<file path="config.mk">
export PLATFORM = sky130hd
export DESIGN_NAME = s2_demux_slot
export DESIGN_NICKNAME = d
export VERILOG_FILES = /design/src/rtl/s2_pkg.sv /design/src/rtl/s2_slot.sv /design/src/rtl/s2_demux_slot.sv
export SDC_FILE = /design/constraint.sdc
export NUM_CORES = 1
export LEC_CHECK = 0
export ABC_AREA = 1
export BUFFER_PORTS_ARGS = -buffer_cell sky130_fd_sc_hd__buf_4
export CAP_MARGIN = 20
export CORE_MARGIN = 2
export CORE_UTILIZATION = 45
export DETAILED_ROUTE_END_ITERATION = 16
export PLACE_DENSITY = 0.7
export REMOVE_ABC_BUFFERS = 1
export SYNTH_ARGS = -nofsm -noshare
export SYNTH_HDL_FRONTEND = slang
export SYNTH_SLANG_ARGS = --single-unit
</file>
<file path="constraint.sdc">
create_clock -name clk -period 3.6 [get_ports clk]
set_clock_uncertainty 0.2 [all_clocks]
set_input_delay 0.72 -clock clk [delete_from_list [all_inputs] [get_ports clk]]
set_output_delay 0.72 -clock clk [all_outputs]
set_load 0.02 [all_outputs]
</file>
<file path="src/rtl/s2_pkg.sv">
// Shared definitions for the S2 demux slot block: slot states, slot count, ACT-style select.
package s2_pkg;

   localparam int unsigned NSLOT = 4;
   localparam int unsigned SEL_W = 2;

   typedef enum logic {
      SLOT_EMPTY = 1'b0,
      SLOT_FULL  = 1'b1
   } slot_state_e;

   // Slot index {S1,S0} with S1 = A1 & B1, S0 = A0 | B0.
   function automatic logic [SEL_W-1:0] act_sel(input logic a1, input logic b1,
                                                 input logic a0, input logic b0);
      return {a1 & b1, a0 | b0};
   endfunction

endpackage

</file>
<file path="src/rtl/s2_slot.sv">
// One output holding slot: data register plus EMPTY/FULL state, drained by valid/ack.
module s2_slot
   import s2_pkg::*;
#(
   parameter int unsigned size = 5
) (
   input  logic            clk,
   input  logic            CLRn,
   input  logic            load,
   input  logic [size-1:0] D,
   input  logic            ack,
   output logic [size-1:0] Q,
   output logic            valid
);

   slot_state_e state, state_nxt;

   // Data only moves on load; an ack alone keeps the old value and just drops valid.
   always_ff @(posedge clk) begin
      if (!CLRn) begin
         state <= SLOT_EMPTY;
         Q     <= '0;
      end else begin
         state <= state_nxt;
         if (load) Q <= D;
      end
   end

   always_comb begin
      state_nxt = state;
      case (state)
         SLOT_EMPTY: if (load)         state_nxt = SLOT_FULL;
         SLOT_FULL:  if (ack && !load) state_nxt = SLOT_EMPTY;
         default:                      state_nxt = SLOT_EMPTY;
      endcase
   end

   assign valid = (state == SLOT_FULL);

endmodule

</file>
<file path="src/rtl/s2_demux_slot.sv">
// Registered 1-to-4 distributor: steers one ready/valid input word into one of four ack-drained slots.
module s2_demux_slot
   import s2_pkg::*;
#(
   parameter int unsigned size  = 5,
   parameter int unsigned CNT_W = 8
) (
   input  logic             clk,
   input  logic             CLRn,
   input  logic [size-1:0]  D,
   input  logic             in_valid,
   output logic             in_ready,
   input  logic             A1,
   input  logic             B1,
   input  logic             A0,
   input  logic             B0,
   output logic [size-1:0]  Q0,
   output logic [size-1:0]  Q1,
   output logic [size-1:0]  Q2,
   output logic [size-1:0]  Q3,
   output logic [NSLOT-1:0] Q_valid,
   input  logic [NSLOT-1:0] Q_ack,
   output logic [CNT_W-1:0] stall_cnt
);

   logic [SEL_W-1:0] sel_c;
   logic [NSLOT-1:0] load_c;
   logic [NSLOT-1:0] valid_a;
   logic [size-1:0]  q_a [NSLOT];

   assign sel_c = act_sel(A1, B1, A0, B0);

   // A full slot being acked this cycle can take a new word in the same cycle.
   assign in_ready = !valid_a[sel_c] || Q_ack[sel_c];

   always_comb begin
      load_c = '0;
      load_c[sel_c] = in_valid && in_ready;
   end

   for (genvar k = 0; k < NSLOT; k++) begin : g_slot
      s2_slot #(.size(size)) u_slot (
         .clk   (clk),
         .CLRn  (CLRn),
         .load  (load_c[k]),
         .D     (D),
         .ack   (Q_ack[k]),
         .Q     (q_a[k]),
         .valid (valid_a[k])
      );
   end

   assign Q0      = q_a[0];
   assign Q1      = q_a[1];
   assign Q2      = q_a[2];
   assign Q3      = q_a[3];
   assign Q_valid = valid_a;

   // Saturating count of cycles the producer was held off.
   always_ff @(posedge clk) begin
      if (!CLRn) begin
         stall_cnt <= '0;
      end else if (in_valid && !in_ready && (stall_cnt != {CNT_W{1'b1}})) begin
         stall_cnt <= stall_cnt + CNT_W'(1);
      end
   end

endmodule
</file>
* After elaboration in Yosys (flattened, before gate mapping)
Index checks and enable logic that the tools add are counted.
** Cells by class
- Bitwise gates (word level) :: 7
- Eq/ne operators :: 1
- Order comparisons :: 2
- Reductions and logical operators :: 15
- Add/subtract/negate cells :: 1
- Multiplexer cells :: 18
** Operators with widths (count)
- 1-bit two-way mux :: 11
- 8-bit by 1-bit adder with 8-bit output (second input constant) :: 1
- 1-bit logical AND :: 8
- 8-bit inequality test (second input constant) :: 1
- 1-bit case mux with 2 select lines :: 4
- 1-bit zero test :: 6
- 4-bit AND :: 1
- 1-bit binary-select mux with 2-bit select :: 2
- 1-bit NOT :: 4
- 2-bit by 3-bit < comparator with 1-bit output (second input constant) :: 1
- 1-bit demux with 2-bit select :: 1
- 2-bit by 1-bit >= comparator with 1-bit output (second input constant) :: 1
- 1-bit AND :: 1
- 1-bit logical OR :: 1
- 1-bit bitwise OR :: 1
** Word-level totals
- Bits in registers :: 32
- Bits of input ports :: 16

* Depth between registers and ports, before layout
- Depth in word-level cells :: 11
- Gate-level depth with buffers :: 10
- Depth with buffers taken out :: 10

* Hierarchy
A second synthesis with hierarchy kept.
** Unflattened totals
- Cells, all modules :: 226
- Area total of the unflattened synthesis :: 1560.2 um2
** By module, submodules not included
- s2_slot :: seq. area each 120.1 um2, cells an instance 26, area an instance 206.4 um2, instances 4
- s2_demux_slot :: seq. area each 160.2 um2, cells an instance 122, area an instance 734.5 um2, instances 1

* Worst setup path after synthesis
Ideal clock, no wire load.
- Kind :: input-to-output
- From :: input B0
- To :: output in_ready
- Required time :: 2680 ps
- Arrival :: 1367 ps
- Buffers on the path :: 1
- Path slack :: 1313 ps
- Stages :: 6
- Cells stage by stage :: nor2_4 > nand3_2 > nand2_4 > inv_4 > nand2_8 > buf_8
** Between the ends
- Longest elaborated chain between the ends :: 5
- Elaborated cells between the ends (all ways) :: 7
- Those cells by class :: mux (4); bitwise (1); reduce/logical (2)
** Ends and longest elaborated chain
- from (decl) :: line s2_demux_slot.sv:16 : input logic B0,
- 1-bit bitwise OR (*) :: line s2_pkg.sv:15 : return {a1 & b1, a0 | b0};
- 1-bit binary-select mux with 2-bit select :: line s2_demux_slot.sv:34 : assign in_ready = !valid_a[sel_c] || Q_ack[sel_c];
- 1-bit two-way mux (not written as such) :: line s2_demux_slot.sv:34
- 1-bit zero test :: line s2_demux_slot.sv:34
- 1-bit logical OR (*) :: line s2_demux_slot.sv:34
- to (decl) :: line s2_demux_slot.sv:12 : output logic in_ready,
Every way passes the cells marked *; elsewhere a longest branch is shown, timed or not. The select of a mux whose other input is x is not followed.

* Worst setup path in the final report
Ends and elaborated chain as after synthesis.

==> flow_summary.yaml <==
floorplanning:
  core_um2: 3940
  dieHeight_um: 67.4
  die-area_um2: 4540
  std_cell_rows: 23
  initial_core_util_pct: 45.9
  num_io_pins: 49
  dieWidth_um: 67.4
cells_and_area:
  antennaDiodeCount: 0
  fin_util_pct: 57.4
  drive_above_1_share_pct: 25.5
  area_growth_pct: 25.1
  final_design_area_no_fill_um2: 2260
  fin_cells: 356
  fin_nets: 322
routing:
  drtAntennaViolNets: 0
  dr.pass1.iters: 4
  first_iter_violations: 75
  drc: 0
  wire_per_inst_um: 10.3
  num_vias: 1623
  drt-vias-per-instance: 4.56
  finalWirelength_um: 3670
sta:
  hold_slack_ns: 0.307
  setup_viol: 0
  worst_slew_pin_slew_ns: 0.510
  maxSlewHeadroom_pct: 65.9
  fin_setup_tns_ns: 0
  hold_viol: 0
  report.final.slew_viol_count: 0
  fin_ws_ns: 1.03
  period_needed_ns: 2.57
  grt_setup_unrepaired: "no"
  fin_crit_sh_pct: 71.3
  max_freq_mhz: 390
critical_path:
  worstSetupPathType: "input port to output port"
  cpMostUsedCell: "buf_4"
  slowest_delay_ns: 0.18
  arrival_ns: 1.65
  critPathTopFamily: "simple AND/OR/NAND/NOR gates"
  cp-start-kind: "input port"
  cp_num_buf_inv: 3
  path_cells: "buf_4 -> nor2_4 -> nand3_2 -> nand2_4 -> inv_4 -> nand2_8 -> buf_4"
  crit_slowest_cell: "buf_4"
  required_ns: 2.68
  end_kind: "output port"
  cp_max_fo: 25
power:
  swShare_pct: 25.9
  power.leakage_nw: 1.17
  switchingPower_mw: 0.234
  combinationalPowerShare_pct: 17.1
  power_frac_seq_pct: 41.6
  power_density_nw_per_um2: 399
  ir_drop_v: 0.000239
  clockPowerShare_pct: 41.3
  internal_power_mw: 0.669
  total_power_mw: 0.903
synth:
  synth_ff_type: "dfxtp_1"
  yosysTopAreaCell: "dfxtp_1"
  synth.distinct_cells: 28
  synth_top_area_share_pct: 35.4
  synthCells: 263
  avgSynthCellArea_um2: 6.88
  synth.yosys.seq_area_share_pct: 35.4
  synth.area.top_cells: "dfxtp_1 35%, nand2_1 14%, inv_1 12%"
  ys_async_sr_fraction_pct: 0
  synth-edff-count: 0
  ys_ff_latch: 32
  yosysWarnings: 0
  synth.cell_area_um2: 1810
clock_network:
  clock_latency_ns: 0.28
  clk_pin_slew_ns: 0.06
  cts_resized: 0
  hold_buffers: 0
  cts_tree: "done"
  h-tree-depth: 2
  cts_num_sinks: 32
  postCtsSetupBuffers: 0
  cts_buffers: 5
  root_buffer: "clkbuf_8"
  cts_buffer_depth: 2
global_routing:
  track_usage_pct: 18.1
  overflow: 0
  grt_max_degree: 26
  grt_first_pass_wirelength_um: 6120
  grt_pass1_vias: 1413
  antenna_found_initial: 0
place:
  placed_area_um2: 2140
  place_inst: 348
  pre_cts_slack_ns: 1.03
  gp_congestion: 0.742
  portBuffers: 48
  hpwl_um: 2740
hold_path:
  hold_path_class: "flop to flop"
outcome:
  status: "complete, no violations"
flow_run:
  maxCapViolCount: 0
routing by layer:
layer	up-vias	global-route usage [%]	routed length, um
li1	875	-	-
met1	699	22.7	1680
met2	43	28.6	1700
met3	6	6.17	244
met4	0	7.14	51
met5	-	0	0
synthesized netlist by cell type, types with 2 or more instances:
library cell and number:
dfxtp_1 32, inv_1 56, buf_1 4, nand2_2 3, nand2_1 66, buf_8 2, nand3_1 10, inv_2 4
nand3_4 4, nand3_2 4, xnor2_1 2, a21oi_1 10, xor2_1 2, nand4_1 22, buf_4 4, nor2_4 2
nor2_1 24, nand2_4 2
path summary, 6_finish.rpt:
check / startpoint / to / slack (ns) / cells past startpoint
max: B0 / in_ready / 1.03 / 7
min: stall_cnt[1] / stall_cnt[1] / 0.31 / 2
max reg2reg: stall_cnt[0] / stall_cnt[5] / 1.79 / 8
min reg2reg: stall_cnt[1] / stall_cnt[1] / 0.31 / 2
sequential cells by signal (all words and copies together) (netlist names):
register / count
g_slot.u_slot.valid: 4
g_slot.u_slot.Q: 20
stall_cnt: 8
area by class of cell:
| cell class | instances | area (um2) |
|---|---|---|
| Fill cell | 386 | 1680 |
| Multi-Input combinational cell | 156 | 838 |
| Sequential cell | 32 | 641 |
| Timing Repair Buffer | 48 | 360 |
| Inverter | 62 | 235 |
| Clock buffer | 7 | 96.3 |
| Tap cell | 50 | 62.6 |
| Clock inverter | 1 | 30.0 |
tightest hold or removal path: stages, from the launching register on:
cell and delay [ns]:
dfxtp_1 0.34, nand2_1 0.07, a21oi_1 0.05
power by group through the flow:
stage,sequential (mW),clock (mW),combinational [mW]
finish,0.375,0.373,0.155
global route,0.377,0.399,0.172
CTS,0.375,0.382,0.155
detailed placement,0.383,0,0.155
global placement,0.383,0,0.152
floorplan,0.399,0,0.0801
cell usage in the layout, fill, tap and decap left out:
master	synthesis	layout
xor2_1	2	2
clkbuf_8	0	7
bufinv_16	0	1
nand2_4	2	2
nand4_1	22	22
inv_4	1	1
nor2_2	1	1
nand2_8	1	1
nand3_2	4	4
nand3_4	4	4
nor2_4	2	2
dfxtp_1	32	32
ha_1	1	1
inv_1	56	56
nand2_1	66	66
nand3b_1	1	1
nand3_1	10	10
inv_2	4	4
a21oi_1	10	10
buf_4	4	48
clkinv_1	1	1
nand2_2	3	3
nor2_1	24	24
xnor2_1	2	2
o21a_1	1	1
cells by family (layout without fill, tap and decap cells):
group	Yosys count	count (layout)	synth area share [%]
DFF	32	32	35.4
xor gates and xnor gates	4	4	1.94
AOI/OAI and AO/OA	11	11	3.18
adders and majority gates	1	1	0.691
and+or+nand+nor	140	140	40.5
buffers and inverters	75	118	18.3
Note: power is estimated with default switching activity, not from simulation.
